[src/rtl/key_cond_pkg.sv]
// Shared definitions for the key conditioner: repeat FSM encoding and default timing.
package key_cond_pkg;

    typedef enum logic [1:0] {
        IDLE   = 2'd0,
        HOLD   = 2'd1,
        REPEAT = 2'd2
    } rpt_state_t;

    localparam int DEF_DEBOUNCE_CYCLES = 1000000;
    localparam int DEF_REPEAT_DELAY    = 50000000;
    localparam int DEF_REPEAT_PERIOD   = 20000000;

    function automatic int max2(input int a, input int b);
        return (a > b) ? a : b;
    endfunction

endpackage

[src/rtl/key_chan.sv]
// One button channel: 2-FF synchroniser, counting debouncer and registered rise detector.
module key_chan #(
    parameter int DEBOUNCE_CYCLES = 1000000
) (
    input  logic sysclk,
    input  logic sysrst_n,
    input  logic btn_raw,
    output logic stable,
    output logic rise
);

    localparam int CNT_W = $clog2(DEBOUNCE_CYCLES + 1);

    logic             sync_p0;
    logic             sync_p1;
    logic             stable_d;
    logic [CNT_W-1:0] db_cnt;

    always_ff @(posedge sysclk) begin
        if (!sysrst_n) begin
            sync_p0  <= 1'b0;
            sync_p1  <= 1'b0;
            stable   <= 1'b0;
            stable_d <= 1'b0;
            db_cnt   <= '0;
            rise     <= 1'b0;
        end else begin
            // synchroniser stage
            sync_p0  <= btn_raw;
            sync_p1  <= sync_p0;
            // debounce stage: any agreeing cycle restarts the count
            if (sync_p1 != stable) begin
                if (db_cnt == CNT_W'(DEBOUNCE_CYCLES - 1)) begin
                    stable <= sync_p1;
                    db_cnt <= '0;
                end else begin
                    db_cnt <= db_cnt + 1'b1;
                end
            end else begin
                db_cnt <= '0;
            end
            // edge stage
            stable_d <= stable;
            rise     <= stable & ~stable_d;
        end
    end

endmodule

[src/rtl/key_cond.sv]
// Push-button conditioner: debounced single-cycle pulses, with hold-to-repeat on Next and Pre.
module key_cond
    import key_cond_pkg::*;
#(
    parameter int DEBOUNCE_CYCLES = DEF_DEBOUNCE_CYCLES,
    parameter int REPEAT_DELAY    = DEF_REPEAT_DELAY,
    parameter int REPEAT_PERIOD   = DEF_REPEAT_PERIOD
) (
    input  logic sysclk,
    input  logic sysrst_n,
    input  logic Btn_Next_raw,
    input  logic Btn_Pre_raw,
    input  logic Btn_Auto_raw,
    output logic Bt_Next,
    output logic Bt_Pre,
    output logic Bt_Auto
);

    localparam int RPT_W = $clog2(max2(REPEAT_DELAY, REPEAT_PERIOD) + 1);

    logic [2:0]       stable;
    logic [2:0]       rise;
    logic             both_held;
    rpt_state_t       state [2];
    logic [RPT_W-1:0] rpt_cnt [2];
    logic [1:0]       pulse;
    logic             auto_q;

    key_chan #(.DEBOUNCE_CYCLES(DEBOUNCE_CYCLES)) u_next (
        .sysclk(sysclk), .sysrst_n(sysrst_n), .btn_raw(Btn_Next_raw),
        .stable(stable[0]), .rise(rise[0])
    );
    key_chan #(.DEBOUNCE_CYCLES(DEBOUNCE_CYCLES)) u_pre (
        .sysclk(sysclk), .sysrst_n(sysrst_n), .btn_raw(Btn_Pre_raw),
        .stable(stable[1]), .rise(rise[1])
    );
    key_chan #(.DEBOUNCE_CYCLES(DEBOUNCE_CYCLES)) u_auto (
        .sysclk(sysclk), .sysrst_n(sysrst_n), .btn_raw(Btn_Auto_raw),
        .stable(stable[2]), .rise(rise[2])
    );

    // Holding Next and Pre together freezes both repeat timers.
    assign both_held = stable[0] & stable[1];

    always_ff @(posedge sysclk) begin
        if (!sysrst_n) begin
            for (int i = 0; i < 2; i++) begin
                state[i]   <= IDLE;
                rpt_cnt[i] <= '0;
            end
            pulse  <= '0;
            auto_q <= 1'b0;
        end else begin
            auto_q <= rise[2];
            for (int i = 0; i < 2; i++) begin
                pulse[i] <= 1'b0;
                case (state[i])
                    IDLE: begin
                        if (rise[i]) begin
                            state[i]   <= HOLD;
                            rpt_cnt[i] <= '0;
                            pulse[i]   <= 1'b1;
                        end
                    end
                    HOLD: begin
                        if (!stable[i]) begin
                            state[i]   <= IDLE;
                            rpt_cnt[i] <= '0;
                        end else if (both_held) begin
                            rpt_cnt[i] <= '0;
                        end else if (rpt_cnt[i] == RPT_W'(REPEAT_DELAY - 1)) begin
                            state[i]   <= REPEAT;
                            rpt_cnt[i] <= '0;
                            pulse[i]   <= 1'b1;
                        end else begin
                            rpt_cnt[i] <= rpt_cnt[i] + 1'b1;
                        end
                    end
                    REPEAT: begin
                        if (!stable[i]) begin
                            state[i]   <= IDLE;
                            rpt_cnt[i] <= '0;
                        end else if (both_held) begin
                            state[i]   <= HOLD;
                            rpt_cnt[i] <= '0;
                        end else if (rpt_cnt[i] == RPT_W'(REPEAT_PERIOD - 1)) begin
                            rpt_cnt[i] <= '0;
                            pulse[i]   <= 1'b1;
                        end else begin
                            rpt_cnt[i] <= rpt_cnt[i] + 1'b1;
                        end
                    end
                    default: begin
                        state[i]   <= IDLE;
                        rpt_cnt[i] <= '0;
                    end
                endcase
            end
        end
    end

    assign Bt_Next = pulse[0];
    assign Bt_Pre  = pulse[1];
    assign Bt_Auto = auto_q;

endmodule

[config.mk]
export PLATFORM = sky130hd
export DESIGN_NAME = key_cond
export DESIGN_NICKNAME = d
export VERILOG_FILES = /design/src/rtl/key_cond_pkg.sv /design/src/rtl/key_chan.sv /design/src/rtl/key_cond.sv
export SDC_FILE = /design/constraint.sdc
export NUM_CORES = 1
export LEC_CHECK = 0
export ABC_AREA = 1
export CAP_MARGIN = 10
export CELL_PAD_IN_SITES_DETAIL_PLACEMENT = 1
export CELL_PAD_IN_SITES_GLOBAL_PLACEMENT = 1
export CORE_MARGIN = 10
export CORE_UTILIZATION = 45
export CTS_CLUSTER_SIZE = 20
export DETAILED_ROUTE_END_ITERATION = 8
export PLACE_DENSITY_LB_ADDON = 0.05
export REMOVE_ABC_BUFFERS = 1
export SLEW_MARGIN = 20
export SYNTH_ARGS = -nofsm -noshare
export SYNTH_HDL_FRONTEND = slang
export SYNTH_SLANG_ARGS = --single-unit
[constraint.sdc]
create_clock -name sysclk -period 6 [get_ports sysclk]
set_clock_uncertainty 0.1 [all_clocks]
set_input_delay 1.2 -clock sysclk [delete_from_list [all_inputs] [get_ports sysclk]]
set_output_delay 1.2 -clock sysclk [all_outputs]
set_load 0.01 [all_outputs]
# Word-level counts from Yosys, hierarchy flattened

Memories as Yosys holds them, arrays and structs flattened.
Cells that the tools add are included.

Memories kept: 2
Input port bits: 5
Memory bits (writable): 56
Latch bits: 0
Word-level logic and storage cells: 220
Bits in read-only memories: 0
Register bits: 78

Order comparisons: 0
Bitwise operators: 43
Multiplexer cells: 126
Divide/modulo/power cells: 0
Shift operators: 0
Add/sub/neg operators: 5
Multiply operators: 0
Reductions and logical operators: 10
Equality and inequality tests: 14

Memories:

| name    | depth | bits a word | read ports | clocked after memory_dff | wr ports | line           | text |
|---|---|---|---|---|---|---|---|
| rpt_cnt | 2     | 26          | 2          | 0                        | 2        | key_cond.sv:25 | `logic [RPT_W-1:0] rpt_cnt [2];` |
| state   | 2     | 2           | 2          | 0                        | 2        | key_cond.sv:24 | `rpt_state_t state [2];` |

Operators with widths:

| operator              | count |
|---|---|
| $mux 26               | 20 |
| $mux 1                | 92 |
| $add 20x1->20 const B | 3 |
| $eq 20x20->1 const B  | 3 |
| $add 26x1->26 const B | 2 |
| $eq 26x25->1 const B  | 2 |
| $eq 26x26->1 const B  | 2 |
| $or 1x1->1            | 32 |
| $mux 2                | 12 |
| $reduce_or 3->1       | 5 |
| $not 1->1             | 7 |
| $pmux 1 s3            | 2 |
| $reduce_and 2->1      | 3 |
| $and 1x1->1           | 4 |
| $eq 2x1->1 const B    | 2 |
| $eq 2x2->1 const B    | 2 |
| $logic_not 2->1       | 2 |
| $ne 1x1->1            | 3 |

# Logic depth before layout (Yosys ltp)

Gate-level depths: netlist (run 1).

Depth in word-level cells: 14
Depth in mapped cells: 11
Mapped depth without buffers: 10

# By module

From an unflattened synthesis (run 1), not the netlist that was laid out.

Cells, all modules: 1048
Area, all modules: 7807.5 µm²

By module, submodules not included:

| module   | instances | cells each | seq. area each (µm²) | area an instance (µm²) |
|---|---|---|---|---|
| key_cond | 1         | 523        | 1741.7               | 4016.4 |
| key_chan | 3         | 175        | 500.5                | 1263.7 |

# Worst setup path after synthesis (run 1)

OpenSTA, ideal clock, no wires.

Path kind: input to register
Start: input port sysrst_n
End: memory rpt_cnt[0][0] (netlist name) (enable)
Library setup time: 0.507 ns
Slack: 2.789 ns
Stages on the path: 7
Arrival time: 2.604 ns
Path buffers: 1
Path through: inv_1 > buf_2 > nor3_1 > nor3b_1 > nand2_1 > a21oi_1 > nand3_1

RTL lines:

| item        | line           | text |
|---|---|---|
| from (decl) | key_cond.sv:10 | `input logic sysrst_n,` |
| to (decl)   | key_cond.sv:25 |  |

==> impl_metrics.tcl, run 1 <==
set metrics [dict create \
    status "finished, final reports clean" \
    min_period_ps 3464 \
    grt_first_pass_wirelength_um 31330 \
    fp.dieW_um 148.4 \
    max_slew_margin_pct 43.59 \
    hold_buffers 0 \
    synth_compound_area_share_pct 4.539 \
    clk_path_buf_depth 2 \
    dieArea_um2 22020 \
    gp_congestion 0.8422 \
    cts_tree "done" \
    worstSetupPathType "in2reg" \
    clock_latency_ps 430 \
    dpl.hpwl_um 13190 \
    yosys.area.top_type "edfxtp_1" \
    ant_nets 0 \
    vdd_drop_max_uv 231.4 \
    drive_gt1_share_pct 7.075 \
    place_ws_ps 2068 \
    grt_usage_pct 17.19 \
    final_nets 1043 \
    critical_path_arrival_ps 3480 \
    synthMuxAreaShare_pct 0 \
    htreeDepth 4 \
    grt_max_degree 27 \
    cp_max_fo 24 \
    clock-root-buffer "clkbuf_16" \
    diodes 0 \
    synthCells 1018 \
    cts_setup_buffers 0 \
    p_leak_nw 3.023 \
    synthSimpleGateAreaFrac_pct 36.81 \
    min_path_type "reg2reg" \
    vias_per_cell 5.044 \
    synthXorXnorAreaFrac_pct 6.023 \
    cts_sinks 134 \
    dieHeight_um 148.4 \
    synth_top_cells_by_count "nand2_1 (242), nor2_1 (184), inv_1 (126)" \
    critical_path.endpoint_type "flip-flop" \
    synth_area_leaders "edfxtp_1 (23%), dfxtp_1 (21%), nand2_1 (12%)" \
    routed_wl_um 17780 \
    dpl_cell_area_um2 7671 \
    syn_to_final_growth_pct 11.30 \
    finalCritPeriodShare_pct 57.73 \
    rsz0062_at_grt "false" \
    timing.fmax_ghz 0.2887 \
    drt_iter0_drc 309 \
    synth_fa_ha_area_share_pct 0.8436 \
    synth_top_family_by_area "simple AND/OR/NAND/NOR gates" \
    stdcell_area_um2 8254 \
    rows 46 \
    drc 0 \
    hold_violations 0 \
    syn_avg_cell_area_um2 7.285 \
    maxCapViolCount 0 \
    grt_overflow 0 \
    critPathRequiredTime_ps 6020 \
    clkTransAtPathRegs_ps 60 \
    synth-async-reset-ratio_pct 0 \
    setup_slack_ps 2536 \
    yosysMostFrequentCell "nand2_1" \
    initial_core_util_pct 46.35 \
    synth_top_area_share_pct 22.68 \
    synth_cell_types 38 \
    setup_viol 0 \
    ys_seq_area_share_pct 43.73 \
    core_um2 16000 \
    ys_ff_latch 134 \
    synth-main-ff-cell "dfxtp_1" \
    slew_violations 0 \
    power_density_nw_per_um2 267.0 \
    yosys_warnings 0 \
    first_pass_iters 4 \
    startpoint_type "input port" \
    tightestPinTransition_ps 846.0 \
    numCtsBuffers 17 \
    port_buffers 7 \
    synthesis.area_um2 7416 \
    ctsResizeCount 0 \
    synth_edf_count 56 \
    boundaryPins 8 \
    antenna_found_initial 0 \
    grt_pass1_vias 6582 \
    wl_per_cell_um 14.09 \
    via_count 6366 \
    fin_setup_tns_ps 0 \
]
-- cells in the final DEF, fill, tap and decap left out, types with 5 or more instances in the layout --
cell,instances
nand2_1,242
nor2_1,184
inv_1,126
dfxtp_1,78
edfxtp_1,56
nand3_1,53
nor3_1,53
a21oi_1,49
xor2_1,39
nand4_1,34
clkbuf_16,19
nor2_2,14
xnor2_1,12
o21ai_0,11
or2_2,9
nor3b_1,7
clkdlybuf4s50_1,7
inv_6,6
ha_1,5
-- through the flow --
step	util, %	power (W)	std cells	hold slack [ps]
final	51.59	0.002204	1262	282.8
after detailed placement	47.94	0.001196	1230	277.1
after global routing	51.59	0.002291	1262	294.4
after floorplan	-	0.001146	1004	268.1
after CTS	51.59	0.002230	1262	283.0
after global placement	47.94	0.001193	1230	272.2
-- final timing paths --
kind                                       from             end  slack, ps  depth (start not counted)
worst max-delay path                   sysrst_n  rpt_cnt[1][16]       2540                          9
worst min register to register  u_next.stable_d     u_next.rise        280                          1
worst max register to register    rpt_cnt[1][0]  rpt_cnt[1][16]       3070                          9
worst min-delay path            u_next.stable_d     u_next.rise        280                          1
-- state kept, by name, summed over array words and instances (netlist names), 2 cells and up --
name / flops
rpt_cnt: 52
u_pre.db_cnt: 20
state: 4
u_auto.db_cnt: 20
u_next.db_cnt: 20
pulse: 2
-- critical path, cell delays in order --
cell and delay, ps:
clkdlybuf4s50_1 460, buf_4 250, inv_1 250, nor2_1 210, nand3_1 110, nand2_1 110, nor2_1 50, nand3_1 480
buf_4 340
-- layer usage --
| layer | share of wire (%) | vias up | track usage [%] |
|---|---|---|---|
| li1 | - | 3305 | - |
| met3 | 2.4 | 20 | 3.762 |
| met1 | 51 | 2995 | 22.31 |
| met2 | 46 | 46 | 27.94 |
| met4 | 1.2 | 0 | 5.203 |
| met5 | 0 | - | 0 |
-- area by class of cell --
type                    instances  area (µm²)
inverters                     129       489.2
fillers                      2108        7746
well taps                     216       270.3
clock inverters                12       103.9
multi-input cells             741        3576
flip-flops and latches        134        3243
clock buffers                  20       479.2
repair buffers                 10       92.59
-- power by group --
group	switching, W	internal [W]
logic	0.0000867	0.0000412
clock network	0.000435	0.000590
registers	0.0000524	0.000998
-- cells by family (layout without fill, tap and decap cells) --
kind of cell | count (synthesis) | in the layout
compound gates | 65 | 65
simple gates | 620 | 620
buf+inv | 143 | 171
flops | 134 | 134
fa+ha+maj | 5 | 5
xor+xnor | 51 | 51
No activity file was read; power rests on OpenSTA's default activity.
==> inputs of run 2 (changes only) <==
- clock period: 6 -> 3.52 ns (I/O delays scaled with it)
==> impl_metrics.tcl, run 2 (synthesis gave the netlist of run 1 again) <==
set metrics [dict create \
    grt_overflow 0 \
    vias_per_cell 5.102 \
    syn_to_final_growth_pct 12.33 \
    path_delay_family "simple AND/OR/NAND/NOR gates" \
    r2r_cells 8 \
    critPathBufInv 1 \
    hold_path_depth 1 \
    vdd_drop_max_uv 355.9 \
    cp_max_fo 26 \
    cts_sinks 134 \
    finalCritPeriodShare_pct 71.47 \
    maxCapViolCount 0 \
    hold_start "u_pre.stable_d" \
    grt_usage_pct 17.40 \
    grt_max_degree 27 \
    drt_iter0_drc 311 \
    final_cell_mix "nand2_1 (242), nor2_1 (184), inv_1 (126), dfxtp_1 (78), edfxtp_1 (56)" \
    ctsResizeCount 0 \
    min_period_ps 2516 \
    fp.dieW_um 148.4 \
    setup_viol 0 \
    dieArea_um2 22020 \
    max_stage_delay_ps 410 \
    r2r-end "rpt_cnt[1][16]" \
    grt_first_pass_wirelength_um 31660 \
    top_register "rpt_cnt" \
    drc 0 \
    tightestPinTransition_ps 718.7 \
    clock_latency_ps 430 \
    drive_gt1_share_pct 7.163 \
    port_buffers 7 \
    p_leak_nw 3.065 \
    rsz0062_at_grt "false" \
    fill_cells 2081 \
    slew_violations 0 \
    rr_startpoint "rpt_cnt[1][0]" \
    diodes 0 \
    largest_reg_flops 52 \
    clkTransAtPathRegs_ps 60 \
    cts_setup_buffers 0 \
    clock-root-buffer "clkbuf_16" \
    final_cells 1263 \
    fin_setup_tns_ps 0 \
    hold_path_end "u_pre.rise" \
    hold_buffers 0 \
    worstSetupPathType "reg2reg" \
    initial_core_util_pct 46.35 \
    slowest_stage "edfxtp_1" \
    cts_tree "done" \
    grt_pass1_vias 6566 \
    status "finished, final reports clean" \
    r2r_slack_ps 1000 \
    hold_violations 0 \
    startpoint_type "flip-flop" \
    critPathRequiredTime_ps 3510 \
    core_um2 16000 \
    ant_nets 0 \
    critical_path_arrival_ps 2500 \
    wl_per_cell_um 14.45 \
    first_pass_iters 4 \
    htreeDepth 4 \
    clk_path_buf_depth 2 \
    antenna_found_initial 0 \
    routed_wl_um 18250 \
    power_density_nw_per_um2 476.2 \
    gp_congestion 0.8382 \
    numCtsBuffers 17 \
    crit_top_cell "nand3_1" \
    min_path_type "reg2reg" \
    final_common_cell "nand2_1" \
    boundaryPins 8 \
    cp_cell_sequence "ha_1, nand3_2, nor3_1, nand3_1, nand2_1, nor2_1, nand3_1, buf_4" \
    critical_path.endpoint_type "flip-flop" \
    dpl.hpwl_um 13350 \
    dieHeight_um 148.4 \
    final_nets 1044 \
    via_count 6444 \
    dp.cells 1231 \
    timing.fmax_ghz 0.3975 \
    rows 46 \
    max_slew_margin_pct 51.97 \
]
-- run 2: changes by cell type in the layout (fill, tap and decap cells not counted) --
cell,change
bufinv_16,+3
clkinvlp_4,-2
inv_6,-2
buf_4,+1
clkbuf_8,+1
clkinv_4,+1
inv_8,-1
-- run 2: worst max path at each step --
stage	slack [ps]	from	endpoint	cells after the start
floorplan	820	sysrst_n	rpt_cnt[0][0]	6
global placement	640	sysrst_n	rpt_cnt[0][14]	8
detailed placement	550	sysrst_n	rpt_cnt[0][13]	8
CTS	990	sysrst_n	rpt_cnt[0][17]	8
global route	760	sysrst_n	rpt_cnt[0][17]	8
finish	1000	rpt_cnt[1][0]	rpt_cnt[1][16]	8
-- run 2: final cells by class --
| type | count | area [µm²] | area share [%] |
|---|---|---|---|
| multi-input combinational | 741 | 3576 | 42.93 |
| sequential | 134 | 3243 | 38.93 |
| clock buffer | 21 | 493.0 | 5.918 |
| inverter | 129 | 489.2 | 5.873 |
| tap | 216 | 270.3 | 3.244 |
| clock inverter | 11 | 158.9 | 1.907 |
| timing repair buffer | 11 | 100.1 | 1.202 |
-- run 2: report_power, final --
group,total [W],switching [W],internal (W),leakage (nW)
Clock,0.00196,0.000725,0.00123,0.321
Sequential,0.00179,0.0000890,0.00170,1.23
Combinational,0.000219,0.000148,0.0000706,1.52
-- run 2: per-layer routing --
metal  vias to the layer above  GRT usage [%]  share of wire [%]
met4                         0          5.253                1.1
met2                        70          28.10                 46
met3                        17          3.762                3.2
li1                       3310              -                  -
met5                         -              0                  0
met1                      3047          22.76                 49
-- run 2: per-stage QoR --
stage / setup WS, ps / cell area, µm² / total power, W / utilization (%) / hold slack (ps)
2_1_floorplan: 819.3 / 7308 / 0.001953 / - / 268.1
3_3_place_gp: 635.0 / 7679 / 0.002035 / 47.99 / 271.9
3_5_place_dp: 555.0 / 7679 / 0.002041 / 47.99 / 278.8
4_1_cts: 989.9 / 8330 / 0.004008 / 52.06 / 285.5
5_1_grt: 760.4 / 8330 / 0.004118 / 52.06 / 316.5
6_report: 1004 / 8330 / 0.003967 / 52.06 / 284.9
